`config.mk`:
```
export PLATFORM = sky130hd
export DESIGN_NAME = nunchuck_frame_rx_flat
export DESIGN_NICKNAME = d
export VERILOG_FILES = /design/src/rtl/nunchuck_frame_rx_pkg.sv /design/src/rtl/nunchuck_frame_rx_if.sv /design/src/rtl/nunchuck_frame_rx_gap_timer.sv /design/src/rtl/nunchuck_frame_rx.sv /design/src/flat_wrapper.sv
export SDC_FILE = /design/constraint.sdc
export NUM_CORES = 1
export LEC_CHECK = 0
export ABC_CLOCK_PERIOD_IN_PS = 2900
export CAP_MARGIN = 20
export CORE_UTILIZATION = 30
export DETAILED_ROUTE_END_ITERATION = 6
export SYNTH_ARGS = -nofsm -noshare
export SYNTH_HDL_FRONTEND = slang
export SYNTH_HIERARCHICAL = 1
export SYNTH_SLANG_ARGS = --single-unit
```
`constraint.sdc`:
```
create_clock -name clk -period 2.9 [get_ports clk]
set_input_delay 0.29 -clock clk [delete_from_list [all_inputs] [get_ports clk]]
set_output_delay 0.29 -clock clk [all_outputs]
set_load 0.005 [all_outputs]
```
`src/rtl/nunchuck_frame_rx_pkg.sv`:
```
// Shared types and constants for the nunchuck frame receiver.
package nunchuck_pkg;

    typedef enum logic [2:0] {
        HUNT   = 3'd0,
        AXES   = 3'd1,
        BTN    = 3'd2,
        CKSUM  = 3'd3,
        COMMIT = 3'd4
    } state_e;

    localparam logic [1:0] ERR_NONE    = 2'b00;
    localparam logic [1:0] ERR_TIMEOUT = 2'b01;
    localparam logic [1:0] ERR_CKSUM   = 2'b10;

    localparam int BTN_Z_BIT = 0;
    localparam int BTN_C_BIT = 1;

    localparam logic [7:0] DEF_SYNC_BYTE = 8'hA5;

endpackage

```
`src/rtl/nunchuck_frame_rx_if.sv`:
```
// Byte-in / frame-out bundle between uart_rx, the deframer and the setpoint logic.
interface nunchuck_frame_rx_if #(
    parameter int NUM_AXES = 2
);
    logic [7:0]            byte_in;
    logic                  byte_done_tick;
    logic [NUM_AXES*8-1:0] axis_vals;
    logic                  z_but;
    logic                  c_but;
    logic                  ready_tick;
    logic                  frame_err;
    logic [1:0]            err_code;

    modport master (
        output byte_in, byte_done_tick,
        input  axis_vals, z_but, c_but, ready_tick, frame_err, err_code
    );

    modport slave (
        input  byte_in, byte_done_tick,
        output axis_vals, z_but, c_but, ready_tick, frame_err, err_code
    );
endinterface

```
`src/rtl/nunchuck_frame_rx_gap_timer.sv`:
```
// Inter-byte gap counter; expire_o fires on the last allowed idle cycle.
module nunchuck_gap_timer #(
    parameter int TIMEOUT_CYCLES = 50000
) (
    input  logic clk,
    input  logic rst_n,
    input  logic clear_i,
    input  logic run_i,
    output logic expire_o
);
    localparam int             W    = $clog2(TIMEOUT_CYCLES);
    localparam logic [W-1:0]   LAST = W'(TIMEOUT_CYCLES - 1);

    logic [W-1:0] cnt_q;

    always_ff @(posedge clk or negedge rst_n) begin
        if (!rst_n)       cnt_q <= '0;
        else if (clear_i) cnt_q <= '0;
        else if (run_i)   cnt_q <= cnt_q + 1'b1;
    end

    // clear_i carries the byte tick, so a tick on the expiry cycle suppresses expiry
    assign expire_o = run_i && !clear_i && (cnt_q == LAST);

endmodule

```
`src/rtl/nunchuck_frame_rx.sv`:
```
// Nunchuck byte-stream deframer: sync hunt, N axis bytes, button byte, gap timeout.
// Define NUNCHUCK_CKSUM_EN to append and verify an 8-bit additive checksum byte.
module nunchuck_frame_rx
    import nunchuck_pkg::*;
#(
    parameter int         NUM_AXES       = 2,
    parameter logic [7:0] SYNC_BYTE      = DEF_SYNC_BYTE,
    parameter int         TIMEOUT_CYCLES = 50000
) (
    input  logic                clk,
    input  logic                rst_n,
    nunchuck_frame_rx_if.slave  bus
);
    localparam int               IDX_W = (NUM_AXES > 1) ? $clog2(NUM_AXES) : 1;
    localparam logic [IDX_W-1:0] LAST  = IDX_W'(NUM_AXES - 1);

    state_e                     state_q, state_d;
    logic [IDX_W-1:0]           idx_q, idx_d;
    logic [NUM_AXES-1:0][7:0]   shadow_q, shadow_d;
    logic [1:0]                 btn_q, btn_d;
    logic [NUM_AXES-1:0][7:0]   axis_q;
    logic                       z_q, c_q;
    logic                       err_q, err_d;
    logic [1:0]                 code_q, code_d;
    logic                       commit;
    logic                       tick, run, expire;
`ifdef NUNCHUCK_CKSUM_EN
    logic [7:0]                 sum_q, sum_d;
`endif

    assign tick = bus.byte_done_tick;
    assign run  = (state_q == AXES) || (state_q == BTN) || (state_q == CKSUM);

    nunchuck_gap_timer #(.TIMEOUT_CYCLES(TIMEOUT_CYCLES)) u_gap (
        .clk      (clk),
        .rst_n    (rst_n),
        .clear_i  (tick || !run),
        .run_i    (run),
        .expire_o (expire)
    );

    always_comb begin
        state_d  = state_q;
        idx_d    = idx_q;
        shadow_d = shadow_q;
        btn_d    = btn_q;
        err_d    = 1'b0;
        code_d   = code_q;
        commit   = 1'b0;
`ifdef NUNCHUCK_CKSUM_EN
        sum_d    = sum_q;
`endif
        case (state_q)
            // COMMIT lasts one cycle and treats a byte like HUNT so back-to-back frames survive
            HUNT, COMMIT: begin
                state_d = HUNT;
                if (tick && bus.byte_in == SYNC_BYTE) begin
                    state_d = AXES;
                    idx_d   = '0;
`ifdef NUNCHUCK_CKSUM_EN
                    sum_d   = '0;
`endif
                end
            end
            AXES: begin
                if (tick) begin
                    shadow_d[idx_q] = bus.byte_in;
`ifdef NUNCHUCK_CKSUM_EN
                    sum_d = sum_q + bus.byte_in;
`endif
                    if (idx_q == LAST) state_d = BTN;
                    else               idx_d   = idx_q + 1'b1;
                end else if (expire) begin
                    err_d   = 1'b1;
                    code_d  = ERR_TIMEOUT;
                    state_d = HUNT;
                end
            end
            BTN: begin
                if (tick) begin
                    btn_d = bus.byte_in[1:0];
`ifdef NUNCHUCK_CKSUM_EN
                    sum_d   = sum_q + bus.byte_in;
                    state_d = CKSUM;
`else
                    state_d = COMMIT;
                    commit  = 1'b1;
`endif
                end else if (expire) begin
                    err_d   = 1'b1;
                    code_d  = ERR_TIMEOUT;
                    state_d = HUNT;
                end
            end
`ifdef NUNCHUCK_CKSUM_EN
            CKSUM: begin
                if (tick) begin
                    if (bus.byte_in == sum_q) begin
                        state_d = COMMIT;
                        commit  = 1'b1;
                    end else begin
                        err_d   = 1'b1;
                        code_d  = ERR_CKSUM;
                        state_d = HUNT;
                    end
                end else if (expire) begin
                    err_d   = 1'b1;
                    code_d  = ERR_TIMEOUT;
                    state_d = HUNT;
                end
            end
`endif
            default: state_d = HUNT;
        endcase
    end

    always_ff @(posedge clk or negedge rst_n) begin
        if (!rst_n) begin
            state_q  <= HUNT;
            idx_q    <= '0;
            shadow_q <= '0;
            btn_q    <= '0;
            err_q    <= 1'b0;
            code_q   <= ERR_NONE;
`ifdef NUNCHUCK_CKSUM_EN
            sum_q    <= '0;
`endif
        end else begin
            state_q  <= state_d;
            idx_q    <= idx_d;
            shadow_q <= shadow_d;
            btn_q    <= btn_d;
            err_q    <= err_d;
            code_q   <= code_d;
`ifdef NUNCHUCK_CKSUM_EN
            sum_q    <= sum_d;
`endif
        end
    end

    // Outputs load on the final accepted byte so they become visible in the COMMIT cycle
    always_ff @(posedge clk or negedge rst_n) begin
        if (!rst_n) begin
            axis_q <= '0;
            z_q    <= 1'b0;
            c_q    <= 1'b0;
        end else if (commit) begin
            axis_q <= shadow_d;
            z_q    <= btn_d[BTN_Z_BIT];
            c_q    <= btn_d[BTN_C_BIT];
        end
    end

    assign bus.axis_vals  = axis_q;
    assign bus.z_but      = z_q;
    assign bus.c_but      = c_q;
    assign bus.ready_tick = (state_q == COMMIT);
    assign bus.frame_err  = err_q;
    assign bus.err_code   = code_q;

endmodule

```
`src/flat_wrapper.sv`:
```
// flat-port wrapper written by rule: the top's interface ports become plain ports
module nunchuck_frame_rx_flat import nunchuck_pkg::*;
#(
    parameter int         NUM_AXES       = 2,
    parameter logic [7:0] SYNC_BYTE      = DEF_SYNC_BYTE,
    parameter int         TIMEOUT_CYCLES = 50000
)
  (clk, rst_n, bus_byte_in, bus_byte_done_tick, bus_axis_vals, bus_z_but, bus_c_but, bus_ready_tick, bus_frame_err, bus_err_code);
  nunchuck_frame_rx_if #(.NUM_AXES(NUM_AXES)) bus_i ();
  input  logic clk;
  input  logic rst_n;
  input wire logic [$bits(bus_i.byte_in)-1:0] bus_byte_in;
  input wire logic [$bits(bus_i.byte_done_tick)-1:0] bus_byte_done_tick;
  output wire logic [$bits(bus_i.axis_vals)-1:0] bus_axis_vals;
  output wire logic [$bits(bus_i.z_but)-1:0] bus_z_but;
  output wire logic [$bits(bus_i.c_but)-1:0] bus_c_but;
  output wire logic [$bits(bus_i.ready_tick)-1:0] bus_ready_tick;
  output wire logic [$bits(bus_i.frame_err)-1:0] bus_frame_err;
  output wire logic [$bits(bus_i.err_code)-1:0] bus_err_code;
  assign bus_i.byte_in = bus_byte_in;
  assign bus_i.byte_done_tick = bus_byte_done_tick;
  assign bus_axis_vals = bus_i.axis_vals;
  assign bus_z_but = bus_i.z_but;
  assign bus_c_but = bus_i.c_but;
  assign bus_ready_tick = bus_i.ready_tick;
  assign bus_frame_err = bus_i.frame_err;
  assign bus_err_code = bus_i.err_code;
  nunchuck_frame_rx #(.NUM_AXES(NUM_AXES), .SYNC_BYTE(SYNC_BYTE), .TIMEOUT_CYCLES(TIMEOUT_CYCLES)) u_core (.clk(clk), .rst_n(rst_n), .bus(bus_i));
endmodule
```
==> out/qor.txt <==
outcome - finished, final reports clean
core footprint - 7890 um2
final antenna-violating net count - 0
worst slew pin tran - 0.921 ns
Worst EP required - 3.15 ns
Synth Area in Adders - 0.501%
initial DRC count - 66
synthesis warning total - 6
reg-to-reg critical path startpoint - u_core/state_q[0]$_DFFE_PN0P_
Synth Area in XOR/XNOR - 4.21%
Pins Over Slew Limit - 0
row cnt - 32
cts hold-fix bufs - 0
die width - 93.2 um
Tmin final - 2.33 ns
synth unique cells - 39
die area - 8690 um2
Post-synth EDFFs - 0
placer congestion estimate - 0.722
syn_area_per_cell - 12.9 um2
Layout area overhead - 18.6%
Flop pwr share - 60.5%
Arr. time, crit path - 2.58 ns
HP Class - in2async
Comb pwr share - 12.7%
post-synth top area share - 56.1%
Final setup viols - 0
flops & latches, synth - 56
post-DP HPWL - 3220 um
I/O Buffers - 31
Crit Path Max Fanout - 8
vias in the first global route - 1598
Tot GR Track Use - 11.7%
Synth Area in Simple Gates - 15.4%
routed via count - 1525
clock share of power - 26.8%
Worst VDD drop - 0.000349 V
Die Span Y - 93.2 um
CTS H-tree depth - 2
GR Overflow Total - 0
Residual DRC - 0
clock root cell - clkbuf_8
internal power - 1.16 mW
CTS tree - done
Seq/Total Area, Yosys - 56.1%
# clock sinks - 56
largest net degree at the start of global routing - 43
detailed-route wire length - 4600 um
antenna diode count - 0
FFs w/ async S/R, synth - 100%
Hold Worst Slack - 0.109 ns
post-CTS sizing - 0
main combinational cell family by area after synthesis - multiplexers
Post-Synthesis Net Count - 205
mux cell area share after synthesis - 17.4%
Max Clk Rate - 0.430 GHz
Final Core Density - 37.5%
Final TNS setup - 0 ns
period utilisation layout - 80.2%
switching part of the total power - 23.8%
biggest area consumer among synthesized cells - dfrtp_1
Leak - 1.29 nW
via-per-instance ratio - 4.66
routed wire length per instance - 14.1 um
Syn Std Cell Area - 2500 um2
Worst Skew - 0.00511 ns
CTS max path bufs - 2
initial core utilization - 31.6%
Setup Fix Bufs, Post-CTS - 0
Setup WS post-layout - 0.574 ns
CP endpoint kind - register
CP Launch Point - u_core/state_q[0]$_DFFE_PN0P_
first-pass iteration count of the detailed router - 4
Sw Pwr - 0.362 mW
Synth Flop Type - dfrtp_1
initial antenna violation count - 0
Slew headroom - 38.6%
first-pass GRT wire length - 7910 um
setup slack at placement - 0.495 ns
TritonCTS Buffers - 5
# IOs - 33
Worst-path clk slew - 0.10 ns
Final Hold Viols - 0
Synth Instances - 193
Max Cap Violations - 0
Startpoint Class - register
Clock Latency Late Sink - 0.30 ns
top post-synthesis cells by area - dfrtp_1 56%, mux2_4 8.4%, mux2_2 7.2%, nor2_1 2.6%, xnor2_1 2.1%
layout cells sized above 1 - 21.8%
critical path class - reg2reg
RSZ-0062 raised after global routing - no
Synth Area in Compound Gates - 2.36%
fin nets - 237
Power Density - 513 nW/um2
## metrics by stage
stage | area, um2 | std cells | total power [mW]
final | 2960 | 327 | 1.52
after global routing | 2960 | 327 | 1.59
after CTS | 2960 | 327 | 1.54
after detailed placement | 2880 | 320 | 1.13
after global placement | 2880 | 320 | 1.12
after floorplan | 2500 | 193 | 1.04
## power by group through the flow
| stage | sequential (mW) | clock, mW | combinational, mW |
|---|---|---|---|
| after floorplan | 0.919 | 0 | 0.117 |
| after global placement | 0.929 | 0 | 0.191 |
| after detailed placement | 0.933 | 0 | 0.196 |
| after CTS | 0.918 | 0.425 | 0.198 |
| after global routing | 0.930 | 0.454 | 0.211 |
| final | 0.918 | 0.406 | 0.193 |
## synthesized netlist by cell type, types with 2 or more instances
cell,n
nor4b_1,2
mux2_2,16
and4_1,2
mux2_4,14
a21oi_1,5
nor4_1,2
dfrtp_1,56
nand3_1,3
nand2_1,7
nand4_1,6
xor2_1,6
xnor2_1,6
and3_1,2
inv_1,4
nor3_1,3
clkbuf_1,2
nand4b_1,3
or3_1,6
mux2_1,3
o21ai_0,5
nor2_1,17
buf_6,4
buf_4,3
## logic make-up after synthesis
kind of cell             after synthesis
AND/OR/NAND/NOR                       64
XOR/XNOR                              12
multiplexers                          34
AO/OA/AOI/OAI                         11
other                                  1
flip-flops                            56
buffers and inverters                 14
adder cells (fa/ha/maj)                1
## final timing paths
path | end | slack (ns) | depth (start not counted)
setup / recovery | u_core/bus.err_code[0]$_DFFE_PN0P_ | 0.57 | 9
max in group asynchronous | u_core/u_gap/cnt_q[13]$_DFFE_PN0P_ | 2.04 | 2
min in group clk | u_core/bus.err_code[0]$_DFFE_PN0P_ | 0.48 | 1
setup reg to reg | u_core/bus.err_code[0]$_DFFE_PN0P_ | 0.57 | 9
hold reg to reg | u_core/bus.err_code[0]$_DFFE_PN0P_ | 0.48 | 1
hold / removal | u_core/bus.axis_vals[10]$_DFFE_PN0P_ | 0.11 | 1
## area by class of cell
cell class	count	area, um2
clock inverters	2	12.5
flip-flops and latches	56	1400
repair buffers	35	335
clock buffers	5	68.8
inverters	4	15.0
fillers	778	4930
well taps	102	128
multi-input cells	123	1000
## layout by cell type (no fill, tap or decap), drive strengths merged, types with 3 or more instances in the layout
cell / netlist / final
or3: 6 / 6
dfrtp: 56 / 56
xnor2: 6 / 6
nand2: 8 / 8
nand3: 4 / 4
xor2: 6 / 6
o21ai: 5 / 5
buf: 8 / 5
nor3: 3 / 3
mux2: 33 / 33
inv: 4 / 4
clkbuf: 2 / 5
a21oi: 5 / 5
nand4: 6 / 6
nor2: 17 / 17
nand4b: 3 / 3
clkdlybuf4s50: 0 / 30
## routing by layer
metal	track usage (%)	part of all wire [%]	vias up
met4	4.49	1.5	0
met1	16.7	51	763
met5	0	0	-
met3	2.93	3.2	6
li1	-	-	732
met2	17.1	44	24
## state kept, by name (all words and copies together) (netlist names)
register	flops
u_core/bus.axis_vals	16
u_core/shadow_q	16
u_core/u_gap/cnt_q	16
u_core/state_q	3
u_core/bus.c_but	1
u_core/bus.err_code	1
u_core/bus.frame_err	1
u_core/bus.z_but	1
u_core/idx_q	1
## critical path, stage by stage (launching register included)
cell,delay (ns)
dfrtp_1,0.48
nor2_1,0.10
nor2_1,0.29
nand4_1,0.19
nor4b_1,0.29
nand3_1,0.11
nor4_1,0.35
nand2b_1,0.13
nor3_1,0.19
or2_2,0.14
Note: power is estimated with default switching activity, not from simulation.
